## config.mk

```make
export PLATFORM = sky130hd
export DESIGN_NAME = seq_shifter
export DESIGN_NICKNAME = d
export VERILOG_FILES = /design/src/rtl/shifter_pkg.sv /design/src/rtl/shift_step.sv /design/src/rtl/seq_shifter.sv
export SDC_FILE = /design/constraint.sdc
export NUM_CORES = 1
export LEC_CHECK = 0
export ABC_AREA = 1
export CAP_MARGIN = 10
export CELL_PAD_IN_SITES_DETAIL_PLACEMENT = 1
export CELL_PAD_IN_SITES_GLOBAL_PLACEMENT = 2
export CORE_MARGIN = 1.5
export CORE_UTILIZATION = 28
export DETAILED_ROUTE_END_ITERATION = 12
export PLACE_DENSITY = 0.86
export SETUP_SLACK_MARGIN = 0.15
export SYNTH_ARGS = -nofsm -noshare
export SYNTH_HDL_FRONTEND = slang
export SYNTH_SLANG_ARGS = --single-unit
```

## constraint.sdc

```tcl
create_clock -name clk -period 2.3 [get_ports clk]
set_input_delay 0.46 -clock clk [delete_from_list [all_inputs] [get_ports clk]]
set_output_delay 0.46 -clock clk [all_outputs]
set_load 0.02 [all_outputs]
```

## src/rtl/shifter_pkg.sv

```systemverilog
// Shared encodings for the sequential shifter: shift modes and FSM states.
package shifter_pkg;

  localparam logic [1:0] SH_SLL  = 2'b00;
  localparam logic [1:0] SH_SRL  = 2'b01;
  localparam logic [1:0] SH_SRA  = 2'b10;
  localparam logic [1:0] SH_ROTR = 2'b11;

  typedef enum logic [1:0] {
    ST_IDLE  = 2'b00,
    ST_SHIFT = 2'b01,
    ST_DONE  = 2'b10
  } state_t;

endpackage

```

## src/rtl/shift_step.sv

```systemverilog
// One combinational shift step of 0..STEP positions by mode and fill bit.
// SEQ_SHIFTER_ROTATE_EN enables rotate-right for mode 11; otherwise 11 acts as SRL.
module shift_step
  import shifter_pkg::*;
#(
  parameter int unsigned WIDTH   = 32,
  parameter int unsigned SHAMT_W = $clog2(WIDTH)
) (
  input  logic [WIDTH-1:0]   i_work,
  input  logic [SHAMT_W:0]   i_k,
  input  logic [1:0]         i_mode,
  input  logic               i_fill,
  output logic [WIDTH-1:0]   o_work
);

  localparam int unsigned KW = SHAMT_W + 1;

  logic [KW-1:0]    w_kc;
  logic [WIDTH-1:0] w_srl;
  logic [WIDTH-1:0] w_fill_mask;

  // w_kc = WIDTH-k: position where fill (or wrapped) bits start from the top
  assign w_kc        = KW'(WIDTH) - i_k;
  assign w_srl       = i_work >> i_k;
  assign w_fill_mask = {WIDTH{i_fill}} << w_kc;

  always_comb begin
    o_work = w_srl;
    case (i_mode)
      SH_SLL:  o_work = i_work << i_k;
      SH_SRL:  o_work = w_srl;
      SH_SRA:  o_work = w_srl | w_fill_mask;
      SH_ROTR: begin
`ifdef SEQ_SHIFTER_ROTATE_EN
        o_work = w_srl | (i_work << w_kc);
`else
        o_work = w_srl;
`endif
      end
    endcase
  end

endmodule

```

## src/rtl/seq_shifter.sv

```systemverilog
// Multi-cycle shifter with valid/ready handshakes, STEP positions per cycle.
// SEQ_SHIFTER_ROTATE_EN (in shift_step) selects ROTR for mode 11.
module seq_shifter
  import shifter_pkg::*;
#(
  parameter int unsigned WIDTH   = 32,
  parameter int unsigned SHAMT_W = $clog2(WIDTH),
  parameter int unsigned STEP    = 1
) (
  input  logic               clk,
  input  logic               rst_n,
  input  logic               in_valid,
  output logic               in_ready,
  input  logic [WIDTH-1:0]   data_in,
  input  logic [SHAMT_W-1:0] shamt,
  input  logic [1:0]         mode,
  output logic               out_valid,
  input  logic               out_ready,
  output logic [WIDTH-1:0]   data_out,
  output logic               busy
);

  localparam int unsigned KW = SHAMT_W + 1;

  state_t             r_state;
  state_t             w_state_nxt;
  logic [WIDTH-1:0]   r_work;
  logic [WIDTH-1:0]   w_step;
  logic [SHAMT_W-1:0] r_rem;
  logic [1:0]         r_mode;
  logic               r_fill;
  logic [KW-1:0]      w_k;
  logic               w_last;

  // k = min(STEP, rem); the final step is partial when rem < STEP
  assign w_k    = ({1'b0, r_rem} >= KW'(STEP)) ? KW'(STEP) : {1'b0, r_rem};
  assign w_last = (w_k == {1'b0, r_rem});

  shift_step #(
    .WIDTH   (WIDTH),
    .SHAMT_W (SHAMT_W)
  ) u_step (
    .i_work (r_work),
    .i_k    (w_k),
    .i_mode (r_mode),
    .i_fill (r_fill),
    .o_work (w_step)
  );

  always_comb begin
    w_state_nxt = r_state;
    case (r_state)
      ST_IDLE:  if (in_valid) w_state_nxt = (shamt == '0) ? ST_DONE : ST_SHIFT;
      ST_SHIFT: if (w_last) w_state_nxt = ST_DONE;
      ST_DONE:  if (out_ready) w_state_nxt = ST_IDLE;
      default:  w_state_nxt = ST_IDLE;
    endcase
  end

  // Handshake flags are registered from the next state so they track r_state exactly
  always_ff @(posedge clk) begin
    if (!rst_n) begin
      r_state   <= ST_IDLE;
      r_work    <= '0;
      r_rem     <= '0;
      r_mode    <= SH_SLL;
      r_fill    <= 1'b0;
      data_out  <= '0;
      in_ready  <= 1'b1;
      out_valid <= 1'b0;
      busy      <= 1'b0;
    end else begin
      r_state   <= w_state_nxt;
      in_ready  <= (w_state_nxt == ST_IDLE);
      out_valid <= (w_state_nxt == ST_DONE);
      busy      <= (w_state_nxt != ST_IDLE);
      case (r_state)
        ST_IDLE: begin
          if (in_valid) begin
            r_work <= data_in;
            r_mode <= mode;
            r_rem  <= shamt;
            r_fill <= data_in[WIDTH-1];
            if (shamt == '0) data_out <= data_in;
          end
        end
        ST_SHIFT: begin
          r_work <= w_step;
          r_rem  <= r_rem - w_k[SHAMT_W-1:0];
          if (w_last) data_out <= w_step;
        end
        default: ;
      endcase
    end
  end

endmodule

```

After elaboration in Yosys (flattened, before gate mapping)
Cells that the tools add are included.
- bits in registers: 77
- input bits: 43
- output and inout port bits: 35
- add/sub/neg operators: 2
- magnitude comparators: 1
- equal/unequal tests: 10
- shifts and indexed selects: 3
- muxes and demuxes: 15
- bitwise operators: 1
- reductions and logical operators: 10
- operator list (operator ; count):
    32-bit 2-to-1 mux ; 4
    32-bit case mux with 2 select lines ; 2
    32-bit case mux with 3 select lines ; 1
    32-bit OR ; 1
    32-bit by 5-bit << shifter with 32-bit output ; 1
    32-bit by 6-bit << shifter with 32-bit output ; 1
    32-bit by 5-bit >> shifter with 32-bit output ; 1
    5-bit 2-to-1 mux ; 2
    5-bit case mux with 2 select lines ; 1
    2-bit == test (second input constant) ; 4
    2-bit 2-to-1 mux ; 4
    2-bit zero test ; 3
    2-bit inequality test (second input constant) ; 3
    2-bit case mux with 3 select lines ; 1
    6-bit by 5-bit subtractor with 6-bit output (first input constant) ; 1
    5-bit == test ; 1
    5-bit by 1-bit greater-or-equal comparator with 1-bit output (second input constant) ; 1
    5-bit zero test ; 1
    5-bit subtractor ; 1
    2-bit by 1-bit == test with 1-bit output (second input constant) ; 2
    2-bit AND reduction ; 2
    4-bit AND reduction ; 1
    2-bit nonzero test ; 2
    2-bit OR reduction ; 1

Depth between registers and ports, before layout
Gate-level depths: netlist of run 1.
- depth after elaboration: 8
- mapped depth: 13
- depth with buffers taken out: 12

Modules after synthesis
A second synthesis of run 1 with hierarchy kept.
- cells, all modules: 1305
- area, all modules: 7489.7 µm²
- by module, submodules not included (module ; times used ; cells each ; area an instance (µm²) ; sequential area each (µm²)):
    shift_step ; 1 ; 819 ; 3972.6 ; 0.0
    seq_shifter ; 1 ; 486 ; 3517.1 ; 1541.5

Worst setup path before layout of run 1
No wires, ideal clock.
- path kind: reg-to-reg
- from: reg r_rem[1]
- to: reg data_out[30]
- setup time: 0.123 ns
- data arrival time: 1.664 ns
- slack: 0.513 ns
- stages on the path, launching flop included: 12
- path buffers: 1
- cells stage by stage: dfxtp_1 nor2_4 nand2_2 nor2_4 buf_6 ha_1 inv_1 or2_2 nand3_1 nor2_1 o21bai_1 a21oi_1
- longest elaborated chain between the ends: 8
- elaborated cells between the ends (all ways): 13
- those cells by class: add/sub (1); order compare (1); eq/ne (2); shift (3); mux (4); bitwise (1); reduce/logical (1)
- ends and longest elaborated chain (what ; RTL line ; RTL):
    start, declared ; seq_shifter.sv:29 ; logic [SHAMT_W-1:0] r_rem;
    start signal, assigned ; seq_shifter.sv:82 ; r_rem <= shamt;
    start signal, assigned ; seq_shifter.sv:89 ; r_rem <= r_rem - w_k[SHAMT_W-1:0];
    5-bit by 1-bit greater-or-equal comparator with 1-bit output ; seq_shifter.sv:36 ; assign w_k = ({1'b0, r_rem} >= KW'(STEP)) ? KW'(STEP) : {1'b0, r_rem};
    5-bit 2-to-1 mux ; seq_shifter.sv:36 ;
    6-bit by 5-bit subtractor with 6-bit output ; shift_step.sv:23 ; assign w_kc = KW'(WIDTH) - i_k;
    32-bit by 6-bit << shifter with 32-bit output ; shift_step.sv:25 ; assign w_fill_mask = {WIDTH{i_fill}} << w_kc;
    32-bit OR ; shift_step.sv:32 ; SH_SRA: o_work = w_srl | w_fill_mask;
    32-bit case mux with 3 select lines ; shift_step.sv:29 ; case (i_mode)
    32-bit 2-to-1 mux ; seq_shifter.sv:90 ; if (w_last) data_out <= w_step;
    32-bit case mux with 2 select lines ; seq_shifter.sv:77 ; case (r_state)
    end signal, assigned ; seq_shifter.sv:84 ; if (shamt == '0) data_out <= data_in;
    end signal, assigned ; seq_shifter.sv:90 ;
    end, declared ; seq_shifter.sv:19 ; output logic [WIDTH-1:0] data_out,
Parallel ways exist; a longest one is shown, timed or not. The select of a mux whose other input is x is not followed.
A chain may end at the register's enable or synchronous reset.

Worst setup path after layout of run 1
- from: reg r_rem[2]
- to: reg data_out[30]
The elaborated chain is that of the path after synthesis.

==> metrics.md, run 1 <==
| Metric | Value |
|---|---|
| Final Hold Vio Count | `0` |
| Largest area contributor in the netlist | `dfxtp_1` |
| Post-cts sizing count | `0` |
| Worst skew pair latency | `350 ps` |
| Max cap viols | `0` |
| Max FO, Critical Path | `5` |
| Required @ worst endpoint | `2520 ps` |
| Synthesized area | `0.00414 sq mm` |
| LEAKAGE | `2.45 nW` |
| Post-synthesis cell count | `628` |
| Flop2flop setup slack | `410 ps` |
| Fin Setup TNS | `0 ps` |
| WP data arrival | `2110 ps` |
| Initial antenna violation count | `0` |
| CTS tree | `built` |
| Seq cells post-synth | `77` |
| Avg Synthesized Cell Area | `between 6 and 7 sq um` |
| Die Y | `125 um` |
| Via Count | `4,262` |
| Io pins | `78` |
| Post-synth EDFFs | `0` |
| Core Region | `~0.014 sq mm` |
| Tot GR Track Use | `17.4%` |
| CTS hold repair buffers | `0` |
| Root buf cell | `clkbuf_16` |
| Vias in the first global route | `4,425` |
| Post-synthesis sequential area ratio | `a little under two fifths` |
| Setup Viol. Count Final | `0` |
| First-pass GRT wire length | `22,000 um` |
| H-tree Lvls | `3` |
| Detailed Route WL | `13,100 um` |
| Initial core utilization | `28.6%` |
| GRT overflow | `0` |
| CTS max path bufs | `2` |
| # diodes | `0` |
| Clk_skew | `5.75 ps` |
| Worst Hold Class | `input pin to flip-flop` |
| Post-route ant nets | `0` |
| Status | `finished, final reports clean` |
| Synth cell types | `31` |
| Syn nets | `673` |
| Sink Count | `77` |
| RSZ-0062 raised after global routing | `no` |
| Final HPWL DP | `~9000 um` |
| CTS Buf Count | `9` |
| PortBufs | `77` |
| Final GP Congestion | `0.793` |
| Warnings, synthesis | `0` |
| WS Path Type | `flip-flop to flip-flop` |
| Row cnt | `44` |
| Wire per inst | `14.9 um` |
| Nets | `733` |
| Final Max Slew Viols | `0` |
| Async SR Flop Fraction | `0%` |
| Area growth from synthesis to layout | `30.1%` |
| CP startpoint kind | `flip-flop` |
| Via density | `between 4 and 5` |
| Overall power | `~5.5 mW` |
| PD cells | `1020 mW/mm^2` |
| Die footprint | `0.0155 sq mm` |
| Setup bufs post-CTS | `0` |
| Worst Setup End Kind | `flip-flop` |
| Final period utilization | `82.0%` |
| Top cell type's share of synthesized area | `37.3%` |
| Detailed Route Iter0 Violations | `between 150 and 200` |
| Worst VDD drop | `between 0.5 and 0.6 mV` |
| Clock Pin Slew Worst Setup and Hold Paths | `60 ps` |
| Die Wd | `about 120 um` |
| Layout cells sized above 1 | `9.52%` |
| Post-route DRC | `0` |
| Count leader, synth | `nand2_1` |
| TritonRoute pass-1 iters | `4` |
| Tmin final | `1890 ps` |
| Post-synth top cells | `nand2_1, dfxtp_1, inv_1` |
| Commonest register cell after synthesis | `dfxtp_1` |
| Peak Freq | `about 530 MHz` |
| Util after Layout | `37.2%` |
| Area contributors post-synth | `dfxtp_1, nand2_1, nand3_1` |
| Largest net degree at the start of global routing | `43` |
kinds of logic (layout without fill, tap and decap cells):
kind of cell | count (synthesis) | count (layout) | synth area share, %
AND/OR/NAND/NOR | 261 | 261 | 28.5
XOR/XNOR | 1 | 1 | 0.212
other | 1 | 1 | 0.0906
AO/OA/AOI/OAI | 169 | 169 | 21.4
buffers and inverters | 117 | 182 | 12.0
adder cells (fa/ha/maj) | 2 | 2 | 0.605
flip-flops | 77 | 77 | 37.3
state kept, by name, indices dropped and copies added, names as in the netlist:
name / count
r_rem: 5
r_mode: 2
r_state: 2
in_ready: 1
out_valid: 1
r_fill: 1
busy: 1
data_out: 32
r_work: 32
through the flow:
stage	setup slack [ps]	hold WS (ps)	instance area, sq um	instances
after global placement	248	447	5060	861
after global routing	234	434	5390	877
after detailed placement	183	450	5060	861
after floorplan	513	430	4140	628
final	414	409	5390	877
after CTS	398	397	5390	877
final timing paths:
kind,startpoint,endpoint,cells after the start
max,r_rem[2],data_out[30],10
min reg2reg,r_fill,r_fill,2
min,rst_n,r_state[0],3
max reg2reg,r_rem[2],data_out[30],10
area by class of cell:
class	instances	area, sq um
inverters	76	285
clock inverters	4	70.1
well taps	184	230
clock buffers	12	256
flip-flops and latches	77	1540
repair buffers	90	901
multi-input cells	434	2100
fillers	1827	9090
metal layers:
| metal | GRT usage, % | wire, um | vias to the layer above |
|---|---|---|---|
| met5 | 0 | 0 | - |
| met4 | 4.39 | 182 | 0 |
| met3 | 4.73 | 504 | 15 |
| met2 | 30.2 | 6390 | 73 |
| met1 | 21.2 | 6010 | 2003 |
| li1 | - | - | 2171 |
layout by cell type (no fill, tap or decap), types with 15 or more instances in the layout:
master / Yosys / routed
nand2_1: 148 / 148
clkdlybuf4s50_1: 0 / 76
nand3_1: 64 / 64
or2_2: 15 / 15
nor2_1: 17 / 17
o21ai_0: 64 / 64
a21oi_1: 63 / 63
inv_1: 65 / 65
o21ai_1: 24 / 24
dfxtp_1: 77 / 77
critical path, cell delays in order (launching register included):
cell and delay [ps]:
dfxtp_1 460, nor2_4 80, nand2_2 100, nor2_4 40, ha_1 280, inv_1 40
or2_2 260, nand3_1 110, nor2_1 50, o21bai_1 250, a21oi_1 90
report_power, final:
part	leakage, nW	switching, mW	internal [mW]
Combinational	1.65	1.36	0.804
Sequential	0.634	0.172	1.57
Clock	0.163	0.575	1.01
(Power assumes the default switching activity.)
==> inputs of run 2 (changes only) <==
Settings changed: CORE_UTILIZATION 28 to 25, PLACE_DENSITY 0.86 to 0.81.
Clock period 2.3 ns to 1.62 ns, I/O delays scaled along.
==> run 2 against run 1 <==
  * The flow now finishes with violations (negative setup slack)
  * Flip-flop and latch count did not move
  * First-iteration DRC count rose by 29%
  * Design area rose by 15%
  * Power rose by 56%
  * Critical path depth did not move
  * Combinational power rose by 95%
  * Final cell count rose by 8.0%
  * Critical path type unchanged
  * Count of clock-buffer cells in the layout rose by 1
==> metrics.md, run 2 (synthesis results as in run 1) <==
| Metric | Value |
|---|---|
| Overall power | `8.57 mW (+56%)` |
| Core Region | `0.0160 sq mm (+11%)` |
| Initial antenna violation count | `0 (unchanged)` |
| Psw | `3.43 mW (+63%)` |
| Die footprint | `0.0173 sq mm (+12%)` |
| Setup Viol. Count Final | `43 (+43)` |
| Area growth from synthesis to layout | `49.8%` |
| Io pins | `78 (unchanged)` |
| GRT overflow | `0 (unchanged)` |
| Status | `finished, violations left` |
| Final HPWL DP | `9500 um (+5.5%)` |
| Detailed Route WL | `15,000 um (+15%)` |
| Initial core utilization | `25.9% (-2.7 points)` |
| CTS max path bufs | `2 (unchanged)` |
| WP data arrival | `1940 ps (-170 ps)` |
| Worst skew pair latency | `350 ps (about the same)` |
| Peak Freq | `586 MHz (+11%)` |
| Worst VDD drop | `0.607 mV (+12%)` |
| CTS hold repair buffers | `0 (unchanged)` |
| Required @ worst endpoint | `1850 ps (-670 ps)` |
| Root buf cell | `clkbuf_16` |
| Tot GR Track Use | `17.0% (-0.36 points)` |
| Sink Count | `77 (unchanged)` |
| # diodes | `0 (unchanged)` |
| Dpl ws | `-359 ps (-542 ps)` |
| Combinational Power Share | `49.2% (+9.8 points)` |
| PortBufs | `77 (unchanged)` |
| Sw Share | `40.0% (+1.7 points)` |
| Die Y | `132 um (+5.7%)` |
| Max FO, Critical Path | `7 (+2)` |
| Fin Setup TNS | `-1690 ps (-1690 ps)` |
| Post-route ant nets | `0 (unchanged)` |
| Final GP Congestion | `0.829 (+4.6%)` |
| CTS tree | `built` |
| Via density | `4.76 (-2.0%)` |
| PD cells | `1380 mW/mm^2 (+36%)` |
| Commonest non-fill, non-tap cell in the layout | `nand2_1` |
| Most frequent cells in the layout | `nand2_1, dfxtp_1, inv_1` |
| Worst setup slack after layout | `-86.6 ps (-501 ps)` |
| LEAKAGE | `2.91 nW (+19%)` |
| Min Hold Slack | `402 ps (-6.86 ps)` |
| Worst Hold Class | `input pin to flip-flop` |
| Final Max Slew Viols | `0 (unchanged)` |
| WS Path Type | `flip-flop to flip-flop` |
| Vias in the first global route | `4,786 (+8.2%)` |
| Clock power frac | `21.8% (-7.0 points)` |
| Util after Layout | `38.7% (+1.5 points)` |
| TritonRoute pass-1 iters | `4 (unchanged)` |
| Final Hold Vio Count | `0 (unchanged)` |
| H-tree Lvls | `3 (unchanged)` |
| Violated checks | `negative setup slack` |
| Largest net degree at the start of global routing | `34 (-21%)` |
| Nets | `772 (+5.3%)` |
| Pint | `5.14 mW (+52%)` |
| Max cap viols | `0 (unchanged)` |
| Row cnt | `46 (+4.5%)` |
| Post-route DRC | `0 (unchanged)` |
| Worst Setup End Kind | `flip-flop` |
| Layout cells sized above 1 | `22.0% (+13 points)` |
| CTS Buf Count | `9 (unchanged)` |
| Clock Pin Slew Worst Setup and Hold Paths | `60 ps (about the same)` |
| Final period utilization | `105% (+23 points)` |
| Die Wd | `132 um (+5.7%)` |
| First-pass GRT wire length | `23,600 um (+7.6%)` |
| Detailed Route Iter0 Violations | `200 (+29%)` |
| Clk_skew | `6.69 ps (+0.948 ps)` |
| Wire per inst | `15.9 um (+6.5%)` |
| Tmin final | `1710 ps (-179 ps)` |
| Via Count | `4,511 (+5.8%)` |
| Sequential power share | `29.0% (-2.8 points)` |
| Biggest regs | `data_out: 32 flops, r_work: 32 flops, r_rem: 5 flops` |
| CP startpoint kind | `flip-flop` |
| RSZ-0062 raised after global routing | `yes` |
-- run 2: worst paths after layout --
| path | from | to | slack, ps | cells past startpoint |
|---|---|---|---|---|
| max reg2reg | r_rem[4] | data_out[17] | -90 | 10 |
| min | rst_n | r_state[0] | 400 | 3 |
| min reg2reg | r_fill | r_fill | 460 | 2 |
| max | r_rem[4] | data_out[17] | -90 | 10 |
-- run 2: cell type report --
| type | count | area, sq um |
|---|---|---|
| Timing Repair Buffer | 127 | 1440 |
| Clock buffer | 13 | 250 |
| Tap cell | 216 | 270 |
| Fill cell | 2005 | 9800 |
| Clock inverter | 2 | 10.0 |
| Inverter | 76 | 298 |
| Sequential cell | 77 | 1550 |
| Multi-Input combinational cell | 435 | 2370 |
| Timing Repair inverter | 1 | 6.26 |
-- run 2: metrics by stage --
step,instances,instance area (sq um)
final,947,6200
after detailed placement,912,5350
after global routing,947,6200
after CTS,940,5950
after global placement,912,5350
after floorplan,628,4160
-- run 2: power by group through the flow --
| stage | registers, mW | logic [mW] | clock network [mW] |
|---|---|---|---|
| after floorplan | 2.62 | 2.05 | 0 |
| after global placement | 2.50 | 3.29 | 0 |
| after detailed placement | 2.51 | 3.38 | 0 |
| after CTS | 2.48 | 3.95 | 1.93 |
| after global routing | 2.52 | 4.65 | 2.00 |
| final | 2.48 | 4.21 | 1.87 |
-- run 2: what timing repair did --
item / in CTS / in global routing
cloned: 7 / 3
setup buffers: 6 / 4
pin swaps: 23 / 21
setup endpoints to repair: 102 / 74
gates resized for setup: 78 / 44
-- run 2: per-layer routing --
layer  routed length (um)  GRT usage, %
met2                 7580          30.6
met5                    0             0
met3                  563          4.13
met4                  208          4.81
met1                 6700          20.0
-- run 2: critical path: stages (launching register included) --
cell,delay (ps)
dfxtp_4,370
nor2_4,40
nand2_4,80
nand2_2,60
ha_4,160
nand4_1,140
nand2_4,130
buf_12,160
clkbuf_16,160
o21ai_0,240
a21oi_2,50
==> RTL edit: new RTL, flow settings as in run 2 <==
`WIDTH` is set to 32 in 2 places; all go to 64.
--- a/src/rtl/shift_step.sv
+++ b/src/rtl/shift_step.sv
@@ -4,5 +4,5 @@
   import shifter_pkg::*;
 #(
-  parameter int unsigned WIDTH   = 32,
+  parameter int unsigned WIDTH   = 64,
   parameter int unsigned SHAMT_W = $clog2(WIDTH)
 ) (
--- a/src/rtl/seq_shifter.sv
+++ b/src/rtl/seq_shifter.sv
@@ -4,5 +4,5 @@
   import shifter_pkg::*;
 #(
-  parameter int unsigned WIDTH   = 32,
+  parameter int unsigned WIDTH   = 64,
   parameter int unsigned SHAMT_W = $clog2(WIDTH),
   parameter int unsigned STEP    = 1
Ports: changed (resized data_in, data_out and shamt); port bits go from 78 to 143. No check against the original RTL was run, so the function may have changed too.
==> RTL edit against run 2 <==
The run still ends with negative setup slack left. Total power is 56% higher. Largest cell class unchanged. Routed wire length is 110% higher. Count of clock-buffer cells in the layout is 5 higher. Synthesized area is 100% higher. Worst setup slack better by 30 ps. Final cell count is 100% higher. Cell area is 92% higher. Combinational power is 22% higher. Sequential cell count is 65 higher. Critical endpoint is now data_out[42]$_SDFFE_PN0P_.
==> RTL edit: results <==
outcome:
  status: "complete, but fails checks"
  violations: "negative setup slack"
global_route:
  grt_usage: 0.176
  use_met2: 0.307
  grt_use_met3: 0.0250
  grt_max_degree: 71
  grt_pass1_vias: 8904
  grtUsageMet1: 0.224
  grt_first_pass_wirelength_microns: 47600
placed_design:
  place_congestion: 0.768
  dp_cells: 1860
  io_buffer_count: 142
cells_and_area:
  multi_input_area_sq_um: 4670
  nets: 1544
  drive_above_1_share: 0.186
  reg.largest.list: "data_out x64, r_work x64, r_rem x6"
pwr:
  leakage_nw: 6.09
  p_int_mw: 8.36
  ir_drop_v: 0.000779
logic_synthesis:
  ys_seq_area_frac: 0.340
  netlist_instances: 1312
  syn_nets: 1389
  ys_types: 35
  synth_commonest_cells: "nand2_1, inv_1, dfxtp_1, nand3_1, a21oi_1"
  synth_area_leaders: "dfxtp_1, nand2_1, nand3_1"
clock_network:
  insertion_delay_ps: 430
  numCtsBuffers: 17
  cts_max_level: 4
sta:
  whs_ps: 400
  worst_slack_ps: -56.2
  fin_tns_setup_ps: -1970
  finalSetupViolCount: 54
hold_path:
  worstHoldStart: "rst_n"
  hold_path_end: "r_rem[1]$_SDFFE_PN0P_"
detailed_routing:
  dr.pass1.iters: 5
  vias: 8817
  wl_per_cell_microns: 16.1
  via_per_inst: 4.59
critical_path:
  cp.arrival_ps: 1990
  r2r_end: "data_out[42]$_SDFFE_PN0P_"
  reg2reg_depth: 9
  r2r-start: "r_rem[2]$_SDFFE_PN0P_"
  path_max_fanout: 9
RTL edit: repair_timing:
item | CTS | global route
endpoints found under the setup margin | 200 | 161
buffers inserted | 9 | 10
hold endpoints to repair | 0 | 0
gates resized for setup | 125 | 64
gates cloned | 5 | 6
pin swaps | 22 | 12
RTL edit: worst max-delay path, stage by stage, from the launching register on:
cell	delay, ps
dfxtp_4	350
nor2_4	140
nand3_4	90
nand2_4	80
ha_4	150
nand4_4	170
nand2_8	190
buf_6	160
clkbuf_16	180
a21oi_2	60
RTL edit: how the worst max path moves through the flow:
stage,slack [ps],end,cells past startpoint
floorplan,-90,data_out[11]$_SDFFE_PN0P_,13
global placement,-380,out_valid$_SDFF_PN0_,11
detailed placement,-420,in_ready$_SDFF_PN1_,9
CTS,-60,data_out[57]$_SDFFE_PN0P_,9
global route,-160,data_out[8]$_SDFFE_PN0P_,11
finish,-60,data_out[42]$_SDFFE_PN0P_,9
RTL edit: power groups by stage:
stage	combinational, mW	sequential (mW)	clock [mW]
floorplan	2.93	4.36	0
global placement	4.58	4.24	0
detailed placement	4.66	4.25	0
CTS	4.86	4.17	4.19
global route	5.74	4.23	4.33
finish	5.14	4.18	4.07
RTL edit: kinds of logic (layout without fill, tap and decap cells):
logic type	Yosys count	count (layout)	synth area share
flip-flops	142	142	0.340
XOR/XNOR	2	2	0.00210
AND/OR/NAND/NOR	695	695	0.380
AO/OA/AOI/OAI	199	199	0.135
buffers and inverters	273	441	0.140
adder cells (fa/ha/maj)	1	1	0.00150
RTL edit: per-stage QoR:
stage,power (mW),worst slack [ps],area [sq um]
after global routing,14.3,-156,11900
after floorplan,7.29,-94.1,8470
after global placement,8.82,-382,10600
final,13.4,-56.2,11900
after CTS,13.2,-62.0,11500
after detailed placement,8.91,-420,10600
RTL edit: final cells by class:
type                            count  share of cell area
Multi-Input combinational cell    897               0.392
Clock buffer                       18              0.0369
Tap cell                          442              0.0464
Inverter                          183              0.0576
Clock inverter                     14              0.0132
Timing Repair Buffer              226               0.214
Sequential cell                   142               0.240
RTL edit: metal layers:
layer,wire length (microns),part of all wire
met5,0,0
met2,14900,0.48
met3,898,0.029
met4,557,0.018
met1,14500,0.47
